$ cat src/rtl/wb_intercon_pkg.sv
// Shared definitions for the Wishbone interconnect blocks: mux FSM state
// encoding and the Wishbone CTI/BTE cycle-type constants.
package wb_intercon_pkg;

    typedef enum logic [1:0] {
        ST_IDLE     = 2'd0,
        ST_BUSY     = 2'd1,
        ST_UNMAPPED = 2'd2,
        ST_TOUT     = 2'd3
    } wb_state_e;

    localparam logic [2:0] CTI_CLASSIC = 3'b000;
    localparam logic [2:0] CTI_INCR    = 3'b010;
    localparam logic [2:0] CTI_EOB     = 3'b111;

    localparam logic [1:0] BTE_LINEAR  = 2'b00;

endpackage

$ cat src/rtl/wb_addr_dec.sv
// Address decoder: compares the master address against every slave's
// base/mask pair and reports the lowest-numbered match.
module wb_addr_dec #(
    parameter int                       num_slaves = 2,
    parameter int                       aw         = 32,
    parameter logic [num_slaves*aw-1:0] MATCH_ADDR = '0,
    parameter logic [num_slaves*aw-1:0] MATCH_MASK = '0,
    parameter int                       IW         = (num_slaves > 1) ? $clog2(num_slaves) : 1
) (
    input  logic [aw-1:0]         i_adr,
    output logic [num_slaves-1:0] o_match,
    output logic [IW-1:0]         o_idx,
    output logic                  o_hit
);

    // Scanning from the top down lets the lowest matching slave overwrite the rest.
    always_comb begin
        o_match = '0;
        o_idx   = '0;
        o_hit   = 1'b0;
        for (int i = num_slaves - 1; i >= 0; i--) begin
            if ((i_adr & MATCH_MASK[i*aw +: aw]) ==
                (MATCH_ADDR[i*aw +: aw] & MATCH_MASK[i*aw +: aw])) begin
                o_match    = '0;
                o_match[i] = 1'b1;
                o_idx      = IW'(i);
                o_hit      = 1'b1;
            end
        end
    end

endmodule

$ cat src/rtl/wb_mux_wd.sv
// Wishbone 1:N mux with address decode, unmapped-access error response and
// a per-strobe watchdog that terminates stalled slave accesses with an error.
module wb_mux_wd
    import wb_intercon_pkg::*;
#(
    parameter int                       dw         = 32,
    parameter int                       aw         = 32,
    parameter int                       num_slaves = 2,
    parameter logic [num_slaves*aw-1:0] MATCH_ADDR = '0,
    parameter logic [num_slaves*aw-1:0] MATCH_MASK = '0,
    parameter int                       TIMEOUT    = 255
) (
    input  logic                     wb_clk,
    input  logic                     wb_rst_n,
    input  logic [aw-1:0]            wbm_adr_i,
    input  logic [dw-1:0]            wbm_dat_i,
    input  logic [dw/8-1:0]          wbm_sel_i,
    input  logic                     wbm_we_i,
    input  logic                     wbm_cyc_i,
    input  logic                     wbm_stb_i,
    input  logic [2:0]               wbm_cti_i,
    input  logic [1:0]               wbm_bte_i,
    output logic [dw-1:0]            wbm_sdt_o,
    output logic                     wbm_ack_o,
    output logic                     wbm_err_o,
    output logic                     wbm_rty_o,
    output logic [aw-1:0]            wbs_adr_o,
    output logic [dw-1:0]            wbs_dat_o,
    output logic [dw/8-1:0]          wbs_sel_o,
    output logic                     wbs_we_o,
    output logic [num_slaves-1:0]    wbs_cyc_o,
    output logic                     wbs_stb_o,
    output logic [2:0]               wbs_cti_o,
    output logic [1:0]               wbs_bte_o,
    input  logic [num_slaves*dw-1:0] wbs_sdt_i,
    input  logic [num_slaves-1:0]    wbs_ack_i,
    input  logic [num_slaves-1:0]    wbs_err_i,
    input  logic [num_slaves-1:0]    wbs_rty_i,
    output logic                     timeout_o,
    output logic [aw-1:0]            err_adr_o
);

    localparam int              IW         = (num_slaves > 1) ? $clog2(num_slaves) : 1;
    localparam int              CW         = $clog2(TIMEOUT + 1);
    localparam logic [CW-1:0]   L_CNT_LAST = CW'(TIMEOUT - 1);
    localparam logic [CW-1:0]   L_CNT_MAX  = CW'(TIMEOUT);

    wb_state_e             r_state;
    wb_state_e             w_next;
    logic [IW-1:0]         r_idx;
    logic [num_slaves-1:0] r_sel;
    logic [CW-1:0]         r_cnt;
    logic [aw-1:0]         r_err_adr;
    logic                  r_timeout;

    logic [IW-1:0]         w_dec_idx;
    logic [num_slaves-1:0] w_dec_match;
    logic                  w_dec_hit;
    logic                  w_req;
    logic                  w_busy;
    logic [dw-1:0]         w_sel_dat;
    logic                  w_sel_ack;
    logic                  w_sel_err;
    logic                  w_sel_rty;
    logic                  w_resp;

    wb_addr_dec #(
        .num_slaves (num_slaves),
        .aw         (aw),
        .MATCH_ADDR (MATCH_ADDR),
        .MATCH_MASK (MATCH_MASK),
        .IW         (IW)
    ) u_dec (
        .i_adr   (wbm_adr_i),
        .o_match (w_dec_match),
        .o_idx   (w_dec_idx),
        .o_hit   (w_dec_hit)
    );

    assign w_req  = wbm_cyc_i & wbm_stb_i;
    assign w_busy = (r_state == ST_BUSY);

    // Broadcast paths are forced low while reset is held so no stale request leaks out.
    assign wbs_adr_o = wb_rst_n ? wbm_adr_i : '0;
    assign wbs_dat_o = wb_rst_n ? wbm_dat_i : '0;
    assign wbs_sel_o = wb_rst_n ? wbm_sel_i : '0;
    assign wbs_we_o  = wb_rst_n ? wbm_we_i  : 1'b0;
    assign wbs_cti_o = wb_rst_n ? wbm_cti_i : CTI_CLASSIC;
    assign wbs_bte_o = wb_rst_n ? wbm_bte_i : BTE_LINEAR;

    always_comb begin
        w_sel_dat = '0;
        w_sel_ack = 1'b0;
        w_sel_err = 1'b0;
        w_sel_rty = 1'b0;
        for (int i = 0; i < num_slaves; i++) begin
            if (r_idx == IW'(i)) begin
                w_sel_dat = wbs_sdt_i[i*dw +: dw];
                w_sel_ack = wbs_ack_i[i];
                w_sel_err = wbs_err_i[i];
                w_sel_rty = wbs_rty_i[i];
            end
        end
    end

    assign w_resp = w_sel_ack | w_sel_err | w_sel_rty;

    always_comb begin
        w_next    = r_state;
        wbs_cyc_o = '0;
        wbs_stb_o = 1'b0;
        wbm_sdt_o = '0;
        wbm_ack_o = 1'b0;
        wbm_err_o = 1'b0;
        wbm_rty_o = 1'b0;
        case (r_state)
            ST_IDLE: begin
                if (w_req) w_next = w_dec_hit ? ST_BUSY : ST_UNMAPPED;
            end
            ST_BUSY: begin
                wbs_cyc_o = wbm_cyc_i ? r_sel : '0;
                wbs_stb_o = wbm_stb_i;
                wbm_sdt_o = w_sel_dat;
                wbm_ack_o = w_sel_ack;
                wbm_err_o = w_sel_err;
                wbm_rty_o = w_sel_rty;
                if (!wbm_cyc_i)
                    w_next = ST_IDLE;
                else if (wbm_stb_i && !w_resp && r_cnt == L_CNT_LAST)
                    w_next = ST_TOUT;
            end
            ST_UNMAPPED, ST_TOUT: begin
                wbm_err_o = 1'b1;
                w_next    = ST_IDLE;
            end
            default: w_next = ST_IDLE;
        endcase
    end

    always_ff @(posedge wb_clk or negedge wb_rst_n) begin
        if (!wb_rst_n) r_state <= ST_IDLE;
        else           r_state <= w_next;
    end

    // The watchdog restarts on every response or idle strobe and saturates rather than wrapping.
    always_ff @(posedge wb_clk or negedge wb_rst_n) begin
        if (!wb_rst_n) begin
            r_idx     <= '0;
            r_sel     <= '0;
            r_cnt     <= '0;
            r_err_adr <= '0;
            r_timeout <= 1'b0;
        end else begin
            r_timeout <= (w_next == ST_TOUT);
            if (r_state == ST_IDLE && w_req) begin
                r_idx <= w_dec_idx;
                r_sel <= w_dec_match;
            end
            if ((r_state == ST_IDLE && w_req && !w_dec_hit) ||
                (w_busy && w_next == ST_TOUT))
                r_err_adr <= wbm_adr_i;
            if (w_busy && wbm_stb_i && !w_resp)
                r_cnt <= (r_cnt == L_CNT_MAX) ? r_cnt : r_cnt + 1'b1;
            else
                r_cnt <= '0;
        end
    end

    assign timeout_o = r_timeout;
    assign err_adr_o = r_err_adr;

endmodule

$ cat config.mk
export PLATFORM = sky130hd
export DESIGN_NAME = wb_mux_wd
export DESIGN_NICKNAME = d
export VERILOG_FILES = /design/src/rtl/wb_intercon_pkg.sv /design/src/rtl/wb_addr_dec.sv /design/src/rtl/wb_mux_wd.sv
export SDC_FILE = /design/constraint.sdc
export NUM_CORES = 1
export LEC_CHECK = 0
export CORE_AREA = 2 2 114 116
export DETAILED_ROUTE_END_ITERATION = 12
export DIE_AREA = 0 0 116 118
export SYNTH_ARGS = -nofsm -noshare
export SYNTH_HDL_FRONTEND = slang
export SYNTH_SLANG_ARGS = --single-unit
$ cat constraint.sdc
create_clock -name wb_clk -period 3.9 [get_ports wb_clk]
set_input_delay 0.78 -clock wb_clk [delete_from_list [all_inputs] [get_ports wb_clk]]
set_output_delay 0.78 -clock wb_clk [all_outputs]
set_load 0.02 [all_outputs]
# Word-level counts from Yosys, hierarchy flattened
# Cells that the tools add are included.
classes:
  addsub: 1
  eq_ne: 7
  n_mux: 19
  n_bitwise: 3
  n_reduce_logical: 9
op_table:
  columns: ["cell", "count"]
  rows:
  - ["2-to-1 mux 32 bit", 3]
  - ["equality test 8 bit, second input constant", 2]
  - ["2-to-1 mux 8 bit", 2]
  - ["adder 8 x 1 -> 8 bit, second input constant", 1]
  - ["2-to-1 mux 2 bit", 4]
  - ["equality test 2 bit, second input constant", 3]
  - ["logical AND 1 bit", 6]
  - ["2-to-1 mux 1 bit", 6]
  - ["case mux 2 bit (3 select lines)", 1]
  - ["2-to-1 mux 4 bit", 1]
  - ["2-to-1 mux 3 bit", 1]
  - ["equality test 2 x 1 -> 1 bit, second input constant", 1]
  - ["zero test 2 bit", 1]
  - ["inequality test 2 bit, second input constant", 1]
  - ["bitwise OR 1 bit", 2]
  - ["case mux 1 bit (2 select lines)", 1]
  - ["OR reduction 2 bit", 1]
  - ["bitwise AND 1 bit", 1]
  - ["zero test 1 bit", 1]
word_totals:
  register_bits: 44
  in_bits: 148
  output_inout_bits: 145
  elab_cells: 44

# Longest topological paths before layout
logic_depth:
  ltp_word: 10
  mapped_depth: 6
  mapped_depth_nobuf: 5

# Modules after synthesis
# From an unflattened synthesis, not the netlist that was laid out.
hier_totals:
  hier_cells: 304
  area_unflattened_um2: 3079.2
by_module_without_submodules:
  columns: ["module", "n_inst", "cells_each", "area_per_inst_um2", "seq_area_each_um2"]
  rows:
  - ["wb_mux_wd", 1, 298, 3041.7, 1151.1]
  - ["wb_addr_dec", 1, 6, 37.5, 0.0]

# Worst setup path before layout
# Ideal clock, no wire load.
synth_path:
  path_kind: "in2reg"
  start: "in wbs_err_i[0]"
  end: "reg r_err_adr[10], in the netlist err_adr_o[10]"
  setup_ns: 0.125
  arrival_time_ns: 2.280
  required_time_ns: 3.775
  path_slack_ns: 1.496
  path_stages: 4
  n_path_buf: 1
  cell_sequence: "or4b_4 > nor4_4 > buf_6 > mux2_2"
synth_via:
  elab_chain_cells: 10
synth_lines:
  columns: ["item", "line", "text"]
  rows:
  - ["start, declared", "wb_mux_wd.sv:37", "input logic [num_slaves-1:0] wbs_err_i,"]
  - ["bitwise OR 1 bit (2 in series)", "wb_mux_wd.sv:106", "assign w_resp = w_sel_ack | w_sel_err | w_sel_rty;"]
  - ["zero test 1 bit", "wb_mux_wd.sv:129", "else if (wbm_stb_i && !w_resp && r_cnt == L_CNT_LAST)"]
  - ["logical AND 1 bit (2 in series)", "wb_mux_wd.sv:129", null]
  - ["2-to-1 mux 2 bit", "wb_mux_wd.sv:129", null]
  - ["2-to-1 mux 2 bit", "wb_mux_wd.sv:127", "if (!wbm_cyc_i)"]
  - ["case mux 2 bit (3 select lines)", "wb_mux_wd.sv:116", "case (r_state)"]
  - ["equality test 2 bit", "wb_mux_wd.sv:160", "(w_busy && w_next == ST_TOUT))"]
  - ["logical AND 1 bit", "wb_mux_wd.sv:160", null]
  - ["end signal, assigned", "wb_mux_wd.sv:161", "r_err_adr <= wbm_adr_i;"]
  - ["end, declared", "wb_mux_wd.sv:53", "logic [aw-1:0] r_err_adr;"]
# No other way between the ends.
# A chain may end at the register's enable or synchronous reset.

# Final worst setup path
layout_path:
  start: "in wb_rst_n"
  end: "out wbs_dat_o[4]"
layout_via:
  elab_chain_cells: 1
layout_lines:
  columns: ["item", "line", "text"]
  rows:
  - ["start, declared", "wb_mux_wd.sv:14", "input logic wb_rst_n,"]
  - ["2-to-1 mux 32 bit", "wb_mux_wd.sv:85", "assign wbs_dat_o = wb_rst_n ? wbm_dat_i : '0;"]
  - ["end, declared", "wb_mux_wd.sv:28", "output logic [dw-1:0] wbs_dat_o,"]
# No other way between the ends.

==> results.toml <==
[placed_design]
gp_congestion = 0.7084
pre_cts_slack_ns = 0.8075
hpwl_mm = 7.989
place.port_buffers = 256

[die]
die_area_um2 = 13690
start_util = 0.2079
fp.dieW_um = 116
die_y_um = 118
rows = 41
num_io_pins = 293
core-area_um2 = 12410

[power_and_ir_drop]
power.density_nw_per_um2 = 240.7
leakage_nw = 2.240
ir_worst_vdd_uv = 199.2

[yosys]
avgSynthCellArea_um2 = 10.08
synth-seq-area-share = 0.4266
synth_seq_cells = 44
yosysUniqueCellTypes = 34
synthTopCellsByArea = "dfrtp_1 43%, and2_1 26%, mux2_2 13%, clkbuf_1 1.9%, buf_6 1.3%"
yosysWarnings = 0
syn-num-nets = 406
synth_cells = 256
yosysTopAreaCellShare = 0.4266
yosysTopAreaCell = "dfrtp_1"
synth_area_um2 = 2581

[worst_setup_path]
path_max_fanout = 95
critPathSlowestCell = "clkdlybuf4s50_1"
arrival_ns = 2.27
end_kind = "output pin"
cp.required_ns = 3.12
r2r_cells = 6
cp_slowest_stage_delay_ns = 0.64
worst_setup_path_start_kind = "input pin"
path_cells = "buf_4, and2_1, clkdlybuf4s50_1"
critical_path_class = "in -> out"

[clocking]
clockBufferDepth = 2
cts_tree = "built"
h-tree-depth = 2
cts_sinks = 44
numCtsBuffers = 5
clk_latency_ns = 0.28
postCtsSetupRepairBufs = 0
cts_resized = 0
cts.clk_slew.worst_paths_ns = 0.06
cts_hold_buf = 0
root_buffer = "clkbuf_16"

[global_routing]
grt_max_degree = 96
grt_pass1_vias = 2706
grtUsageTotal = 0.1347
antenna_found_initial = 0
overflow = 0
grt_pass1_wl_mm = 14.59

[cells_and_area]
drive_gt1_frac = 0.09234
antennaDiodeCount = 0
fin_util = 0.4410
final_net_count = 658
nFillCells = 1234
syn2layout_area_growth_pct = 112.1

[drt]
wl_per_cell_um = 14.36
vias_per_cell = 4.106
drt_iter0_drc = 81
vias = 2796
drc = 0
drt-pass1-iter-count = 4
ant_nets = 0
postRouteWirelength_mm = 9.776

[timing]
timing.final.crit_share = 0.7819
slew_violations = 0
worst_slack_ns = 0.8506
fin_skew_ns = 0.005929
fin_crit_ns = 3.049
hold_ws_ns = 0.4753
setup-violations-final = 0
hold_viol = 0
fmax_ghz = 0.3279
grt_setup_unrepaired = "no"
setup-tns-final_ns = 0
relSlewSlack = 0.4968
tightest_slew_ns = 0.7548

[job]
drv_cap = 0

[hold_path]
min_path_type = "reg -> reg"
whs_path_depth = 1

[outcome]
outcome = "finished clean"
[path summary, 6_finish.rpt]
check	startpoint	endpoint	slack, ns
max	wb_rst_n	wbs_dat_o[4]	0.85
min	r_sel[0]	r_sel[0]	0.48
max reg2reg	r_cnt[0]	err_adr_o[5]	2.05
min reg2reg	r_sel[0]	r_sel[0]	0.48
max in group asynchronous	wb_rst_n	r_cnt[0]	2.71
min in group asynchronous	wb_rst_n	err_adr_o[0]	0.54
[cell families after synthesis]
logic type / count (synthesis) / share of synthesized area
fa+ha+maj: 2 / 0.009693
flops: 44 / 0.4266
other cells: 1 / 0.001453
simple gates: 144 / 0.3519
mux: 33 / 0.1435
compound gates: 12 / 0.02763
buf+inv: 20 / 0.03926
[critical path, delay by kind of cell]
kind,cells,cell delay (ns)
buffers and inverters,2,1.18
AND/OR/NAND/NOR,1,0.23
[cell usage after synthesis (all sizes together)]
| cell type | count |
|---|---|
| ha | 2 |
| dfrtp | 44 |
| or3 | 1 |
| nand4 | 2 |
| nor3 | 5 |
| nand2 | 5 |
| or4b | 1 |
| and3 | 2 |
| nand3b | 2 |
| o21ai | 2 |
| a31oi | 1 |
| nor3b | 2 |
| a21o | 1 |
| nor2b | 1 |
| a211oi | 2 |
| conb | 1 |
| nor4bb | 1 |
| nor4 | 4 |
| a21oi | 5 |
| mux2 | 32 |
| nand3 | 4 |
| o31ai | 1 |
| nor2 | 2 |
| and2 | 109 |
| inv | 3 |
| or2 | 1 |
| and4 | 1 |
| buf | 4 |
| clkbuf | 13 |
| mux2i | 1 |
| nor4b | 1 |
[flip-flops by register name (all words and copies together) (netlist names)]
register   count
err_adr_o     32
r_cnt          8
r_state        2
r_sel          1
timeout_o      1
[placed cells by master, fill, tap and decap left out, drive strengths merged, types with 2 or more instances in the layout]
cell type and instances:
clkbuf 6, o21ai 2, nor3b 2, a211oi 2, clkdlybuf4s50 255, mux2 32, and2 109, nand4 2
inv 3, buf 7, dfrtp 44, a21oi 5, nand2 5, nand3 4, ha 2, nor2 2
and3 2, nor3 5, nand3b 2, nor4 4
[area by class of cell]
type | instances | area [um^2] | share of cell area
clock inverter | 2 | 35.03 | 0.006399
tap | 172 | 215.2 | 0.03931
clock buffer | 6 | 128.9 | 0.02354
inverter | 3 | 11.26 | 0.002057
sequential | 44 | 1101 | 0.2011
timing repair buffer | 262 | 2605 | 0.4758
multi-input combinational | 192 | 1379 | 0.2518
[power by group]
group	switching, mW	internal, mW
clock	0.170	0.301
combinational	0.160	0.228
sequential	0.000990	0.457
[metal layers]
layer,global-route usage,vias up,share of wire
li1,-,1353,-
met1,0.1439,1312,0.36
met2,0.2632,125,0.55
met3,0.03913,6,0.087
met4,0.01563,0,0.0055
met5,0,-,0
[per-stage QoR]
| stage | instance area (um^2) | std cells | power [mW] |
|---|---|---|---|
| 2_1_floorplan | 2581 | 256 | 0.6066 |
| 3_3_place_gp | 5311 | 673 | 0.8571 |
| 3_5_place_dp | 5311 | 673 | 0.8591 |
| 4_1_cts | 5475 | 681 | 1.347 |
| 5_1_grt | 5475 | 681 | 1.384 |
| 6_report | 5475 | 681 | 1.318 |
Power figures use the tool's default switching activity.
